[src/rtl/mem_port_arbiter_pkg.sv]
// mem_arb_pkg: shared types and constants for the main-memory port arbiter.
package mem_arb_pkg;

  localparam int ADDR_W_DEF = 28;
  localparam int DATA_W_DEF = 128;

  typedef enum logic [1:0] {
    IDLE    = 2'd0,
    SERVE_I = 2'd1,
    SERVE_D = 2'd2,
    RELEASE = 2'd3
  } arb_state_e;

  localparam logic [1:0] OWN_NONE = 2'd0;
  localparam logic [1:0] OWN_I    = 2'd1;
  localparam logic [1:0] OWN_D    = 2'd2;

endpackage

[src/rtl/mem_port_arbiter_if.sv]
// Bus bundle between the I-cache miss path, D-cache miss/write-back path,
// main memory and the arbiter. slave = arbiter view, master = environment view.
interface mem_port_arbiter_if #(
  parameter int ADDR_W = 28,
  parameter int DATA_W = 128
);
  logic              I_READ;
  logic [ADDR_W-1:0] I_ADDRESS;
  logic [DATA_W-1:0] I_READDATA;
  logic              I_BUSYWAIT;

  logic              D_READ;
  logic              D_WRITE;
  logic [ADDR_W-1:0] D_ADDRESS;
  logic [DATA_W-1:0] D_WRITEDATA;
  logic [DATA_W-1:0] D_READDATA;
  logic              D_BUSYWAIT;

  logic              M_READ;
  logic              M_WRITE;
  logic [ADDR_W-1:0] M_ADDRESS;
  logic [DATA_W-1:0] M_WRITEDATA;
  logic [DATA_W-1:0] M_READDATA;
  logic              M_BUSYWAIT;

  logic [1:0]        OWNER;

  modport slave (
    input  I_READ, I_ADDRESS, D_READ, D_WRITE, D_ADDRESS, D_WRITEDATA,
           M_READDATA, M_BUSYWAIT,
    output I_READDATA, I_BUSYWAIT, D_READDATA, D_BUSYWAIT,
           M_READ, M_WRITE, M_ADDRESS, M_WRITEDATA, OWNER
  );

  modport master (
    output I_READ, I_ADDRESS, D_READ, D_WRITE, D_ADDRESS, D_WRITEDATA,
           M_READDATA, M_BUSYWAIT,
    input  I_READDATA, I_BUSYWAIT, D_READDATA, D_BUSYWAIT,
           M_READ, M_WRITE, M_ADDRESS, M_WRITEDATA, OWNER
  );
endinterface

[src/rtl/mem_port_arbiter.sv]
// mem_port_arbiter: shares one main-memory block port between the I-cache
// miss path and the D-cache miss/write-back path, one transaction at a time.
// D side has fixed priority. Define ARB_STARVE_GUARD_EN to enable a
// starvation guard that forces an I grant after STARVE_LIMIT consecutive
// D grants made while I was waiting.
module mem_port_arbiter
  import mem_arb_pkg::*;
#(
  parameter int ADDR_W       = ADDR_W_DEF,
  parameter int DATA_W       = DATA_W_DEF,
  parameter int STARVE_LIMIT = 4
) (
  input  logic CLK,
  input  logic RESET,
  mem_port_arbiter_if.slave bus
);

  arb_state_e        state_q, state_d;
  logic [1:0]        owner_q, owner_d;
  logic              m_read_q, m_read_d;
  logic              m_write_q, m_write_d;
  logic [ADDR_W-1:0] m_addr_q, m_addr_d;
  logic [DATA_W-1:0] m_wdata_q, m_wdata_d;
  logic [DATA_W-1:0] i_rdata_q, i_rdata_d;
  logic [DATA_W-1:0] d_rdata_q, d_rdata_d;

  logic d_req;
  logic done;
  logic guard;
  logic grant_i;

  assign d_req   = bus.D_READ | bus.D_WRITE;
  // Completion needs a live strobe; a busy memory with no strobe is ignored.
  assign done    = (m_read_q | m_write_q) & ~bus.M_BUSYWAIT;
  assign grant_i = bus.I_READ & (~d_req | guard);

`ifdef ARB_STARVE_GUARD_EN
  logic [2:0] starve_q, starve_d;

  assign guard = (starve_q == 3'(STARVE_LIMIT)) & bus.I_READ & d_req;

  // Count D grants that bypassed a waiting I request; any other grant clears.
  always_comb begin
    starve_d = starve_q;
    if (state_q == IDLE) begin
      if (grant_i)    starve_d = 3'd0;
      else if (d_req) starve_d = bus.I_READ ? starve_q + 3'd1 : 3'd0;
    end
  end

  // Starvation counter register.
  always_ff @(posedge CLK or posedge RESET) begin
    if (RESET) starve_q <= 3'd0;
    else       starve_q <= starve_d;
  end
`else
  logic unused_starve_limit;
  assign guard               = 1'b0;
  assign unused_starve_limit = (STARVE_LIMIT != 0);
`endif

  // Next state, grant latching, strobe control and read-data capture.
  always_comb begin
    state_d   = state_q;
    owner_d   = owner_q;
    m_read_d  = m_read_q;
    m_write_d = m_write_q;
    m_addr_d  = m_addr_q;
    m_wdata_d = m_wdata_q;
    i_rdata_d = i_rdata_q;
    d_rdata_d = d_rdata_q;
    case (state_q)
      IDLE: begin
        owner_d = OWN_NONE;
        if (grant_i) begin
          state_d  = SERVE_I;
          owner_d  = OWN_I;
          m_addr_d = bus.I_ADDRESS;
          m_read_d = 1'b1;
        end else if (d_req) begin
          // Read and write together resolve to a write-back.
          state_d   = SERVE_D;
          owner_d   = OWN_D;
          m_addr_d  = bus.D_ADDRESS;
          m_wdata_d = bus.D_WRITEDATA;
          m_write_d = bus.D_WRITE;
          m_read_d  = ~bus.D_WRITE;
        end
      end
      SERVE_I, SERVE_D: begin
        if (done) begin
          if (m_read_q) begin
            if (state_q == SERVE_I) i_rdata_d = bus.M_READDATA;
            else                    d_rdata_d = bus.M_READDATA;
          end
          m_read_d  = 1'b0;
          m_write_d = 1'b0;
          state_d   = RELEASE;
        end
      end
      RELEASE: begin
        state_d = IDLE;
        owner_d = OWN_NONE;
      end
      default: state_d = IDLE;
    endcase
  end

  // State and datapath registers; reset aborts any transaction in flight.
  always_ff @(posedge CLK or posedge RESET) begin
    if (RESET) begin
      state_q   <= IDLE;
      owner_q   <= OWN_NONE;
      m_read_q  <= 1'b0;
      m_write_q <= 1'b0;
      m_addr_q  <= '0;
      m_wdata_q <= '0;
      i_rdata_q <= '0;
      d_rdata_q <= '0;
    end else begin
      state_q   <= state_d;
      owner_q   <= owner_d;
      m_read_q  <= m_read_d;
      m_write_q <= m_write_d;
      m_addr_q  <= m_addr_d;
      m_wdata_q <= m_wdata_d;
      i_rdata_q <= i_rdata_d;
      d_rdata_q <= d_rdata_d;
    end
  end

  // A requester stalls until the single RELEASE cycle of its own transaction.
  assign bus.I_BUSYWAIT  = bus.I_READ & ~((state_q == RELEASE) & (owner_q == OWN_I));
  assign bus.D_BUSYWAIT  = d_req & ~((state_q == RELEASE) & (owner_q == OWN_D));

  assign bus.I_READDATA  = i_rdata_q;
  assign bus.D_READDATA  = d_rdata_q;
  assign bus.M_READ      = m_read_q;
  assign bus.M_WRITE     = m_write_q;
  assign bus.M_ADDRESS   = m_addr_q;
  assign bus.M_WRITEDATA = m_wdata_q;
  assign bus.OWNER       = owner_q;

endmodule

[src/flat_wrapper.sv]
// flat-port wrapper written by rule: the top's interface ports become plain ports
module mem_port_arbiter_flat import mem_arb_pkg::*;
#(
  parameter int ADDR_W       = ADDR_W_DEF,
  parameter int DATA_W       = DATA_W_DEF,
  parameter int STARVE_LIMIT = 4
)
  (CLK, RESET, bus_I_READ, bus_I_ADDRESS, bus_D_READ, bus_D_WRITE, bus_D_ADDRESS, bus_D_WRITEDATA, bus_M_READDATA, bus_M_BUSYWAIT, bus_I_READDATA, bus_I_BUSYWAIT, bus_D_READDATA, bus_D_BUSYWAIT, bus_M_READ, bus_M_WRITE, bus_M_ADDRESS, bus_M_WRITEDATA, bus_OWNER);
  mem_port_arbiter_if #(.ADDR_W(ADDR_W), .DATA_W(DATA_W)) bus_i ();
  input  logic CLK;
  input  logic RESET;
  input wire logic [$bits(bus_i.I_READ)-1:0] bus_I_READ;
  input wire logic [$bits(bus_i.I_ADDRESS)-1:0] bus_I_ADDRESS;
  input wire logic [$bits(bus_i.D_READ)-1:0] bus_D_READ;
  input wire logic [$bits(bus_i.D_WRITE)-1:0] bus_D_WRITE;
  input wire logic [$bits(bus_i.D_ADDRESS)-1:0] bus_D_ADDRESS;
  input wire logic [$bits(bus_i.D_WRITEDATA)-1:0] bus_D_WRITEDATA;
  input wire logic [$bits(bus_i.M_READDATA)-1:0] bus_M_READDATA;
  input wire logic [$bits(bus_i.M_BUSYWAIT)-1:0] bus_M_BUSYWAIT;
  output wire logic [$bits(bus_i.I_READDATA)-1:0] bus_I_READDATA;
  output wire logic [$bits(bus_i.I_BUSYWAIT)-1:0] bus_I_BUSYWAIT;
  output wire logic [$bits(bus_i.D_READDATA)-1:0] bus_D_READDATA;
  output wire logic [$bits(bus_i.D_BUSYWAIT)-1:0] bus_D_BUSYWAIT;
  output wire logic [$bits(bus_i.M_READ)-1:0] bus_M_READ;
  output wire logic [$bits(bus_i.M_WRITE)-1:0] bus_M_WRITE;
  output wire logic [$bits(bus_i.M_ADDRESS)-1:0] bus_M_ADDRESS;
  output wire logic [$bits(bus_i.M_WRITEDATA)-1:0] bus_M_WRITEDATA;
  output wire logic [$bits(bus_i.OWNER)-1:0] bus_OWNER;
  assign bus_i.I_READ = bus_I_READ;
  assign bus_i.I_ADDRESS = bus_I_ADDRESS;
  assign bus_i.D_READ = bus_D_READ;
  assign bus_i.D_WRITE = bus_D_WRITE;
  assign bus_i.D_ADDRESS = bus_D_ADDRESS;
  assign bus_i.D_WRITEDATA = bus_D_WRITEDATA;
  assign bus_i.M_READDATA = bus_M_READDATA;
  assign bus_i.M_BUSYWAIT = bus_M_BUSYWAIT;
  assign bus_I_READDATA = bus_i.I_READDATA;
  assign bus_I_BUSYWAIT = bus_i.I_BUSYWAIT;
  assign bus_D_READDATA = bus_i.D_READDATA;
  assign bus_D_BUSYWAIT = bus_i.D_BUSYWAIT;
  assign bus_M_READ = bus_i.M_READ;
  assign bus_M_WRITE = bus_i.M_WRITE;
  assign bus_M_ADDRESS = bus_i.M_ADDRESS;
  assign bus_M_WRITEDATA = bus_i.M_WRITEDATA;
  assign bus_OWNER = bus_i.OWNER;
  mem_port_arbiter #(.ADDR_W(ADDR_W), .DATA_W(DATA_W), .STARVE_LIMIT(STARVE_LIMIT)) u_core (.CLK(CLK), .RESET(RESET), .bus(bus_i));
endmodule
[config.mk]
export PLATFORM = sky130hd
export DESIGN_NAME = mem_port_arbiter_flat
export DESIGN_NICKNAME = d
export VERILOG_FILES = /design/src/rtl/mem_port_arbiter_pkg.sv /design/src/rtl/mem_port_arbiter_if.sv /design/src/rtl/mem_port_arbiter.sv /design/src/flat_wrapper.sv
export SDC_FILE = /design/constraint.sdc
export NUM_CORES = 1
export LEC_CHECK = 0
export CORE_AREA = 2 2 289 291
export CTS_CLUSTER_DIAMETER = 100
export CTS_CLUSTER_SIZE = 20
export DETAILED_ROUTE_END_ITERATION = 8
export DIE_AREA = 0 0 291 293
export PLACE_DENSITY = 0.48
export SYNTH_ARGS = -nofsm -noshare
export SYNTH_HDL_FRONTEND = slang
export SYNTH_SLANG_ARGS = --single-unit
[constraint.sdc]
create_clock -name CLK -period 17.4 [get_ports CLK]
set_clock_uncertainty 0.2 [all_clocks]
set_input_delay 5.22 -clock CLK [delete_from_list [all_inputs] [get_ports CLK]]
set_output_delay 5.22 -clock CLK [all_outputs]
set_load 0.03 [all_outputs]
# [Word level (Yosys, flattened, before mapping)]
# Cells that the tools add are included.
[totals] regBits=418 input_bits=318 elab_cells=60 output_inout_bits=418
[classes] n_reduce_logical=12 bitwise_logic=15 eq_ne=9 n_mux=16
[op_table] cell="$mux W28" count=2
[op_table] cell="$reduce_and A4 Y1" count=3
[op_table] cell="$mux W2" count=5
[op_table] cell="$not A1 Y1" count=7
[op_table] cell="$and A1 B1 Y1" count=6
[op_table] cell="$eq A2 B2 Y1 const B" count=3
[op_table] cell="$pmux W2 S3" count=1
[op_table] cell="$reduce_and A3 Y1" count=2
[op_table] cell="$reduce_bool A2 Y1" count=3
[op_table] cell="$mux W1" count=5
[op_table] cell="$eq A2 B1 Y1 const B" count=2
[op_table] cell="$ne A2 B1 Y1 const B" count=2
[op_table] cell="$pmux W1 S2" count=2
[op_table] cell="$pmux W2 S2" count=1
[op_table] cell="$reduce_and A2 Y1" count=2
[op_table] cell="$ne A3 B1 Y1 const B" count=1
[op_table] cell="$logic_not A2 Y1" count=1
[op_table] cell="$ne A2 B2 Y1 const B" count=1
[op_table] cell="$or A1 B1 Y1" count=2
[op_table] cell="$reduce_or A2 Y1" count=1

# [Longest topological paths before layout]
[depth] word_depth=5 mapped_depth=8 depth_no_buf=5

# [Worst setup path before layout]
# No wires, ideal clock.
[synth_timing] path_type="input-to-output" start="input port bus_D_WRITE" end="output port bus_D_BUSYWAIT" t_required_ns=11.980 stages=2 t_arrival_ns=5.787 slack_ns=6.193 cell_sequence="nor2_1 > a31oi_1"
[synth_via] elab_chain_len=2
[synth_rtl] element="from (decl)" line="flat_wrapper.sv:15" source="input wire logic [$bits(bus_i.D_WRITE)-1:0] bus_D_WRITE;"
[synth_rtl] element="$or A1 B1 Y1" line="mem_port_arbiter.sv:32" source="assign d_req = bus.D_READ | bus.D_WRITE;"
[synth_rtl] element="$and A1 B1 Y1" line="mem_port_arbiter.sv:134" source="assign bus.D_BUSYWAIT = d_req & ~((state_q == RELEASE) & (owner_q == OWN_D));"
[synth_rtl] element="to (decl)" line="flat_wrapper.sv:23" source="output wire logic [$bits(bus_i.D_BUSYWAIT)-1:0] bus_D_BUSYWAIT;"
# No other way between the ends.

# [Final worst setup path]
# Same ends and word-level chain as after synthesis.

==> out/results.txt <==
post-synthesis simple-gate area fraction -> 0.985%
Die Area -> 85300 µm²
Setup WS pre-CTS -> 5060 ps
Pleak -> 10.6 nW
post-route ant nets -> 0
Arr. time, crit path -> 6940 ps
setup slack after layout -> 5040 ps
CTS sink cnt -> 418
status -> finished, final reports clean
clk_lat worst skew -> 580 ps
Layout area overhead -> 57.5%
critical path class -> in -> out
drt total wl -> 55500 µm
via density per instance -> 3.90
initial core utilization -> 19.7%
Port Buffer Count -> 735
critical path startpoint category -> input port
initial antenna violation count -> 10
post-synthesis mux area share -> 29.3%
CTS buffer count -> 26
PwrDens -> 207 nW/µm²
row count -> 105
DRC errors left -> 0
CTS tree -> done
Seq/Total Area, Yosys -> 64.9%
Core Box Area -> 81800 µm²
clk buf depth -> 3
fin crit share -> 71.1%
Syn Nets -> 1302
DP HPWL -> 42000 µm
final hold vios -> 0
fin cells -> 2782
Vias -> 10800
wire per inst -> 19.9 µm
Slew @ Worst Pin -> 1070 ps
Max Clk Rate -> 80.9 MHz
Die Ht -> 293 µm
Pre-antenna DRT Iters -> 4
Worst Setup End Kind -> primary output
post-synthesis xor/xnor area fraction -> 0%
post-synthesis compound-gate area fraction -> 2.33%
minimum clock period -> 12360 ps
Distinct cells, synth -> 28
final setup violation count -> 0
DR iter-0 viols -> 264
hold crit path type -> reg -> reg
first-pass GRT wire length -> 81500 µm
syn_area_per_cell -> 16.5 µm²
share of layout cells above drive strength 1 -> 25.6%
largest net degree at the start of global routing -> 113
DP Cell Count -> 2742
Yosys top cell by area -> dfrtp_1
main combinational cell family by area after synthesis -> multiplexers
Cells after Synth -> 979
Netlist Area Pre-Place -> 16100 µm²
Synth Area in Adders -> 0.388%
fill count -> 8175
gpl congestion -> 0.818
Post-CTS Setup Bufs -> 0
Syn. warnings -> 0
Total Routing Usage GR -> 12.6%
CTS-repair resized insts -> 0
Synth top area share -> 64.9%
register clock-pin slew on the reported worst setup and hold paths -> 70 ps
Max VDD drop -> 0.108 mV
max-cap violation count -> 0
Root Buffer Master -> clkbuf_16
vias in the first global route -> 12000
setup total negative slack -> 0 ps
cts hold-fix bufs -> 0
critical path data required time -> 11980 ps
H-tree levels -> 1
Slew headroom -> 28.7%
GR Overflow Total -> 0
IO Pins -> 736
RSZ-0062 raised after global routing -> false
critical path fanouts, max -> 7
Final #Nets -> 2023
Die X -> 291 µm
Power Total -> 5.25 mW
fin. max-slew vios -> 0
Yosys reg bits -> 418
Synth area leaders -> dfrtp_1 (65%), mux2_2 (21%), mux2_4 (7.3%)
## state kept, by name, indices dropped and copies added (netlist names)
register                flops
u_core.bus.D_READDATA     128
u_core.bus.I_READDATA     128
u_core.bus.M_ADDRESS       28
u_core.bus.M_READ           1
u_core.bus.M_WRITE          1
u_core.bus.M_WRITEDATA    128
u_core.bus.OWNER            2
u_core.state_q              2
## layout by cell type, fill, tap and decap left out
cell type / count
nor2b_1: 1
o21bai_1: 1
clkinv_4: 1
nor4b_1: 1
o21a_4: 1
clkinv_2: 1
mux2_2: 307
a22oi_1: 1
clkbuf_16: 27
dfrtp_1: 418
o31ai_1: 1
clkbuf_8: 1
nor3b_4: 1
o41ai_1: 1
a21o_1: 1
o21ai_0: 5
ha_1: 5
clkdlybuf4s50_1: 735
inv_8: 2
mux2_4: 78
nand2_1: 30
diode_2: 7
o21ai_1: 24
a21oi_1: 2
o31ai_4: 1
inv_1: 4
nand2_4: 2
mux2i_1: 9
o22ai_1: 23
a22o_1: 1
inv_6: 1
buf_4: 13
o21a_1: 1
nor2_1: 3
inv_12: 1
a31oi_1: 1
## area by class of cell
class                   count  area, µm²  area share [%]
repair buffers            748       7450            29.4
multi-input cells         501       5360            21.1
clock inverters             5       50.0           0.197
inverters                   5       26.3           0.103
diodes                      7       17.5          0.0690
well taps                1070       1340            5.27
clock buffers              28        689            2.71
flip-flops and latches    418      10500            41.2
## cells by family after synthesis
logic type	Yosys count
flip-flops	418
buffers and inverters	60
adder cells (fa/ha/maj)	5
multiplexers	394
AO/OA/AOI/OAI	64
AND/OR/NAND/NOR	38
## Yosys cell counts
cell type  count
a22oi_1        1
inv_1          5
o21a_1         2
mux2_4        78
nor3b_2        1
buf_4          2
nor4b_1        1
nand2_1       32
nor2b_1        1
o41ai_1        1
clkbuf_2       1
a22o_1         1
mux2i_1        9
nor2_1         3
o21ai_0        5
dfrtp_1      418
o21bai_1       1
ha_1           5
o21ai_1       24
a21oi_1        2
buf_2         39
clkbuf_1       4
a21o_1         1
a31oi_1        1
o31ai_1        2
mux2_2       307
buf_6          9
o22ai_1       23
## metrics by stage
step | hold WS [ps] | area [µm²] | utilization, %
2_1_floorplan | 334 | 16100 | -
3_3_place_gp | 266 | 24600 | 30.1
3_5_place_dp | 278 | 24600 | 30.1
4_1_cts | 293 | 25400 | 31.0
5_1_grt | 312 | 25400 | 31.0
6_report | 291 | 25400 | 31.0
## worst paths after layout
check / startpoint / end / slack (ps) / cells past startpoint
setup / recovery: bus_D_WRITE / bus_D_BUSYWAIT / 5040 / 4
hold / removal: u_core.bus.M_ADDRESS[27] / u_core.bus.M_ADDRESS[27] / 290 / 2
setup reg to reg: u_core.state_q[0] / u_core.bus.M_WRITEDATA[30] / 13390 / 6
hold reg to reg: u_core.bus.M_ADDRESS[27] / u_core.bus.M_ADDRESS[27] / 290 / 2
max in group asynchronous: RESET / u_core.bus.M_WRITEDATA[90] / 9250 / 5
min in group asynchronous: RESET / u_core.bus.M_WRITEDATA[31] / 4940 / 2
## power by group
part | switching [mW] | leakage [nW] | internal [mW]
sequential | 0.258 | 5.09 | 1.44
combinational | 1.57 | 5.14 | 1.35
clock | 0.344 | 0.366 | 0.286
## per-layer routing
metal	global-route usage, %	share of wire, %
met1	14.1	38
met2	22.9	52
met3	3.79	7.4
met4	3.39	2.0
met5	0	0.011
## worst max-delay path, cell delays in order
cell and delay [ps]:
clkdlybuf4s50_1 700, nor2_1 150, a31oi_1 180, clkdlybuf4s50_1 690
Power figures use the tool's default switching activity.
